$ cat config.mk
export PLATFORM = sky130hd
export DESIGN_NAME = pattern_detector
export DESIGN_NICKNAME = d
export VERILOG_FILES = /design/src/rtl/pattern_detector_pkg.sv /design/src/rtl/pd_match_counter.sv /design/src/rtl/pattern_detector.sv
export SDC_FILE = /design/constraint.sdc
export NUM_CORES = 1
export LEC_CHECK = 0
export ABC_AREA = 1
export BUFFER_PORTS_ARGS = -buffer_cell sky130_fd_sc_hd__buf_2
export CAP_MARGIN = 15
export CORE_MARGIN = 4
export CORE_UTILIZATION = 56
export DETAILED_ROUTE_END_ITERATION = 6
export GPL_TIMING_DRIVEN = 1
export PLACE_DENSITY = 0.77
export SLEW_MARGIN = 10
export SYNTH_ARGS = -nofsm -noshare
export SYNTH_HDL_FRONTEND = slang
export SYNTH_HIERARCHICAL = 1
export SYNTH_SLANG_ARGS = --single-unit
$ cat constraint.sdc
create_clock -name clk -period 3 [get_ports clk]
set_input_delay 0.15 -clock clk [delete_from_list [all_inputs] [get_ports clk]]
set_output_delay 0.15 -clock clk [all_outputs]
set_load 0.02 [all_outputs]
$ cat src/rtl/pattern_detector_pkg.sv
// pattern_detector_pkg: shared state encodings and config helpers for pattern_detector
package pattern_detector_pkg;
  typedef enum logic [1:0] {
    ST_IDLE  = 2'd0,
    ST_FILL  = 2'd1,
    ST_ARMED = 2'd2,
    ST_MATCH = 2'd3
  } state_e;
  // Out-of-range pattern lengths fall back to the full register width
  function automatic int clamp_len(input int len, input int pat_w);
    return (len == 0 || len > pat_w) ? pat_w : len;
  endfunction
endpackage

$ cat src/rtl/pd_match_counter.sv
// pd_match_counter: saturating match counter with synchronous clear
// Ports: clk, rst_n (async active-low), clr_i (clear, wins over inc_i),
//        inc_i (count one match), cnt_o (count), sat_o (count is all ones)
module pd_match_counter #(
  parameter int CNT_W = 8
) (
  input  logic             clk,
  input  logic             rst_n,
  input  logic             clr_i,
  input  logic             inc_i,
  output logic [CNT_W-1:0] cnt_o,
  output logic             sat_o
);
  logic [CNT_W-1:0] cnt_d;
  always_comb begin
    cnt_d = clr_i ? '0 : (inc_i && !sat_o) ? cnt_o + CNT_W'(1) : cnt_o;
  end
  always_ff @(posedge clk or negedge rst_n) begin
    if (!rst_n) cnt_o <= '0;
    else        cnt_o <= cnt_d;
  end
  assign sat_o = &cnt_o;
endmodule

$ cat src/rtl/pattern_detector.sv
// pattern_detector: programmable serial bit-pattern detector with saturating match count
// Ports: clk, rst (async active-low), din/din_valid (serial stream),
//        cfg_load/cfg_pattern/cfg_len/cfg_overlap (run-time config), cnt_clr (clear count),
//        dout (registered one-cycle match pulse), match_cnt (saturating count), cnt_sat
module pattern_detector
  import pattern_detector_pkg::*;
#(
  parameter int               PAT_W       = 4,
  parameter logic [PAT_W-1:0] RST_PATTERN = 4'b1010,
  parameter bit               RST_OVERLAP = 1'b1,
  parameter int               CNT_W       = 8,
  localparam int              LW          = $clog2(PAT_W + 1)
) (
  input  logic             clk,
  input  logic             rst,
  input  logic             din,
  input  logic             din_valid,
  input  logic             cfg_load,
  input  logic [PAT_W-1:0] cfg_pattern,
  input  logic [LW-1:0]    cfg_len,
  input  logic             cfg_overlap,
  input  logic             cnt_clr,
  output logic             dout,
  output logic [CNT_W-1:0] match_cnt,
  output logic             cnt_sat
);
  state_e           current_state, state_d;
  // The oldest history bit only ever matters together with the incoming bit, so it is not stored
  logic [PAT_W-2:0] hist_q, hist_d;
  logic [PAT_W-1:0] pattern_q, pattern_d, hist_s, mask;
  logic [LW-1:0]    fill_q, fill_d, fill_s, len_q, len_d;
  logic             overlap_q, overlap_d, hit;
  always_comb begin
    hist_s    = {hist_q, din};
    fill_s    = (fill_q == LW'(PAT_W)) ? fill_q : fill_q + LW'(1);
    // len_q == PAT_W shifts every one out, leaving a full mask
    mask      = ~({PAT_W{1'b1}} << len_q);
    hit       = din_valid && !cfg_load && fill_s >= len_q && ((hist_s ^ pattern_q) & mask) == '0;
    hist_d    = cfg_load ? '0 : din_valid ? hist_s[PAT_W-2:0] : hist_q;
    fill_d    = cfg_load ? '0 : !din_valid ? fill_q : (hit && !overlap_q) ? '0 : fill_s;
    pattern_d = cfg_load ? cfg_pattern : pattern_q;
    len_d     = cfg_load ? LW'(clamp_len(int'(cfg_len), PAT_W)) : len_q;
    overlap_d = cfg_load ? cfg_overlap : overlap_q;
    state_d   = hit ? ST_MATCH : (fill_d == '0) ? ST_IDLE : (fill_d < len_d) ? ST_FILL : ST_ARMED;
  end
  always_ff @(posedge clk or negedge rst) begin
    if (!rst) begin
      hist_q        <= '0;
      fill_q        <= '0;
      pattern_q     <= RST_PATTERN;
      len_q         <= LW'(PAT_W);
      overlap_q     <= RST_OVERLAP;
      current_state <= ST_IDLE;
    end else begin
      hist_q        <= hist_d;
      fill_q        <= fill_d;
      pattern_q     <= pattern_d;
      len_q         <= len_d;
      overlap_q     <= overlap_d;
      current_state <= state_d;
    end
  end
  assign dout = current_state == ST_MATCH;
  pd_match_counter #(.CNT_W(CNT_W)) u_cnt (
    .clk   (clk),
    .rst_n (rst),
    .clr_i (cnt_clr),
    .inc_i (hit),
    .cnt_o (match_cnt),
    .sat_o (cnt_sat)
  );
endmodule

==> impl_metrics.py <==
metrics = {
    "cells_and_area": {
        "stdcell_count": 257,
        "syn_to_final_growth_pct": 13.03,
        "drive_above_1_share": 0.2335,
        "stdcell_area_um2": 1737,
        "fin_nets": 251,
        "diodes": 0,
    },
    "floorplan": {
        "die_area_um2": 3646,
        "core_area_um2": 2545,
        "io_pins": 24,
        "start_util": 0.6037,
        "row_count": 18,
        "die_h_um": 60.38,
        "die_w_um": 60.38,
    },
    "placement": {
        "numPortBuffers": 23,
        "dp_hpwl_mm": 2.420,
        "postPlaceCellArea_um2": 1674,
        "gp_congestion": 0.9018,
        "place_inst": 252,
        "pre_cts_ws_ns": 0.4044,
    },
    "clocking": {
        "clock_latency_ns": 0.32,
        "cts-root-buf": "clkbuf_4",
        "h-tree-depth": 1,
        "cts.reportedPaths.clkPinSlew_ns": 0.14,
        "cts_sinks": 24,
        "ctsResizeCount": 0,
        "cts_tree": "done",
        "cts_buffer_depth": 2,
        "cts_made_buffers": 3,
    },
    "detailed_routing": {
        "vias": 1305,
        "first_iter_violations": 26,
        "wire_per_inst_um": 12.13,
        "finalWirelength_mm": 3.117,
        "drc": 0,
        "vias_per_cell": 5.078,
        "drtAntennaViolNets": 0,
        "drt_pass1_iterations": 4,
    },
    "setup_path": {
        "setup.worst_path.start_class": "flip-flop",
        "crit_start": "fill_q[0]",
        "crit_required_ns": 3.23,
        "arrival_ns": 2.87,
        "cp_max_fo": 4,
        "worstRegToRegCells": 17,
        "cp_common_cell": "nand2_1",
        "rr_endpoint": "current_state[1]",
        "critPathKind": "flip-flop to flip-flop",
        "critical_path.max_stage_delay_ns": 0.42,
        "reg2reg_slack_ns": 0.36,
        "end_kind": "flip-flop",
        "cpMaxStageDelayCell": "dfrtp_1",
        "crit_end": "current_state[1]",
        "path_cells": "inv_2 -> ha_1 -> nand2_1 -> xor2_1 -> ha_1 -> inv_1 -> a21oi_1 -> nor2_1 -> nor2_4 -> nand3_4 -> a21oi_2 -> inv_1 -> ha_1 -> a21oi_1 -> nand2_1 -> nand2_1 -> nand2_1",
        "reg2reg_from": "fill_q[0]",
    },
    "timing": {
        "setup_viol": 0,
        "rsz0062_at_grt": "false",
        "skew_ns": 0.003611,
        "slew_headroom": 0.6426,
        "finalHoldViolations": 0,
        "min_period_ns": 2.640,
        "fin_ws_ns": 0.3600,
        "fmax_ghz": 0.3788,
        "worstMarginPinSlew_ns": 0.5362,
        "finalSetupTns_ns": 0,
        "maxSlewViolCount": 0,
        "fin_crit_sh": 0.8800,
    },
    "global_routing": {
        "track_usage": 0.1939,
        "grt_pass1_wl_mm": 5.195,
        "grt_max_degree": 25,
        "grt_pass1_vias": 1215,
        "grt-ovfl-total": 0,
        "antenna_found_initial": 0,
    },
    "synth": {
        "avgSynthCellArea_um2": 7.644,
        "yosysWarnings": 6,
        "synth_flop_cell": "dfrtp_1",
        "synth_edf_count": 0,
        "synth_cells": 201,
        "syn_nets": 224,
        "ys_ff_latch": 24,
        "ys_types": 30,
        "synth-async-reset-ratio": 1.000,
        "synthesis.area_um2": 1536,
        "seq_area_frac_synth": 0.3941,
    },
    "run": {
        "drv_cap": 0,
    },
    "pwr": {
        "fin_total_pwr_w": 0.0007338,
        "p_per_area_nw_per_um2": 422.5,
        "vdd_drop_max_v": 0.0003491,
        "power.leakage_nw": 1.009,
    },
    "run_status": {
        "status": "complete, no violations",
    },
    "min_path": {
        "worst_hold_path_type": "primary input to flip-flop",
    },
}
[worst min path at each step]
stage / from / cells after the start / end / slack (ns)
4_1_cts: cfg_pattern[2] / 3 / pattern_q[2] / 0.02
6_report: cfg_pattern[3] / 3 / pattern_q[3] / 0.03
3_3_place_gp: rst / 1 / pattern_q[0] / 0.15
2_1_floorplan: rst / 0 / current_state[0] / -0.15
5_1_grt: cfg_pattern[3] / 3 / pattern_q[3] / 0.02
3_5_place_dp: rst / 1 / len_q[1] / 0.16
[through the flow]
step / util / hold slack, ns
floorplan: - / -0.1456
global placement: 0.6578 / 0.1539
detailed placement: 0.6578 / 0.1561
CTS: 0.6824 / 0.01954
global route: 0.6824 / 0.01837
finish: 0.6824 / 0.02625
[layout make-up]
cell class,count,area [um^2]
Timing Repair Buffer,24,125.1
Multi-Input combinational cell,137,770.7
Fill cell,223,808.3
Sequential cell,24,605.6
Clock buffer,3,22.52
Clock inverter,1,30.03
Inverter,38,145.1
Tap cell,30,37.54
[metal layers]
| metal | track usage | routed length [um] |
|---|---|---|
| met5 | 0 | 0 |
| met4 | 0.06646 | 44 |
| met3 | 0.05957 | 158 |
| met2 | 0.3225 | 1560 |
| met1 | 0.2389 | 1353 |
[where the power goes]
part | switching (W) | internal [W]
logic | 0.0000878 | 0.0000507
clock network | 0.000102 | 0.000135
registers | 0.0000112 | 0.000347
total | 0.000201 | 0.000533
[critical path: cells and delay by family (launching register included)]
family                     cells  cell delay, ns
AOI/OAI and AO/OA              3            0.45
adders and majority gates      3            0.73
buffers and inverters          3            0.20
DFF                            1            0.42
xor gates and xnor gates       1            0.17
and+or+nand+nor                7            0.58
[kinds of logic after synthesis]
group,after synthesis,share of synthesized area
adder cells (fa/ha/maj),9,0.07329
AO/OA/AOI/OAI,19,0.07818
buffers and inverters,40,0.1042
XOR/XNOR,4,0.02281
AND/OR/NAND/NOR,105,0.3274
flip-flops,24,0.3941
[flip-flops by register name, indices dropped and copies added, names as in the netlist]
name	flops
u_cnt/cnt_o	8
pattern_q	4
fill_q	3
hist_q	3
len_q	3
current_state	2
overlap_q	1
[cells in the final DEF (no fill, tap or decap)]
master / n
nand2_1: 57
or2_2: 1
nor2_2: 1
bufinv_16: 1
o22ai_1: 4
inv_1: 30
a21oi_1: 3
nor2_4: 4
xnor2_1: 1
dfstp_2: 4
inv_4: 1
clkbuf_4: 3
nand3_4: 1
nor2_8: 1
nand2_2: 2
xor2_1: 3
nand3_1: 18
nor2_1: 16
o21ai_0: 6
a21oi_2: 3
clkinv_1: 1
ha_1: 9
buf_2: 23
nor3_1: 1
a21o_2: 1
o21bai_1: 1
dfrtp_1: 20
nand2_4: 1
dlygate4sd3_1: 1
a21o_1: 1
inv_2: 6
nand3b_1: 2
[timing repair]
item                                    4_1_cts  5_1_grt
endpoints found under the hold margin        20        0
hold buffers                                  1        0
setup buffers                                 0        0
endpoints found under the setup margin        0        0
[synthesized netlist by cell type (all sizes together), types with 2 or more instances]
| cell | number | area, um^2 |
|---|---|---|
| a21o | 2 | 16.27 |
| inv | 37 | 141.4 |
| nand3 | 19 | 107.6 |
| xor2 | 3 | 26.28 |
| dfstp | 4 | 105.1 |
| nand2 | 60 | 237.7 |
| nand3b | 2 | 15.01 |
| a21oi | 6 | 41.29 |
| dfrtp | 20 | 500.5 |
| ha | 9 | 112.6 |
| o21ai | 6 | 30.03 |
| o22ai | 4 | 25.02 |
| nor2 | 22 | 131.4 |
No activity file was read; power rests on OpenSTA's default activity.
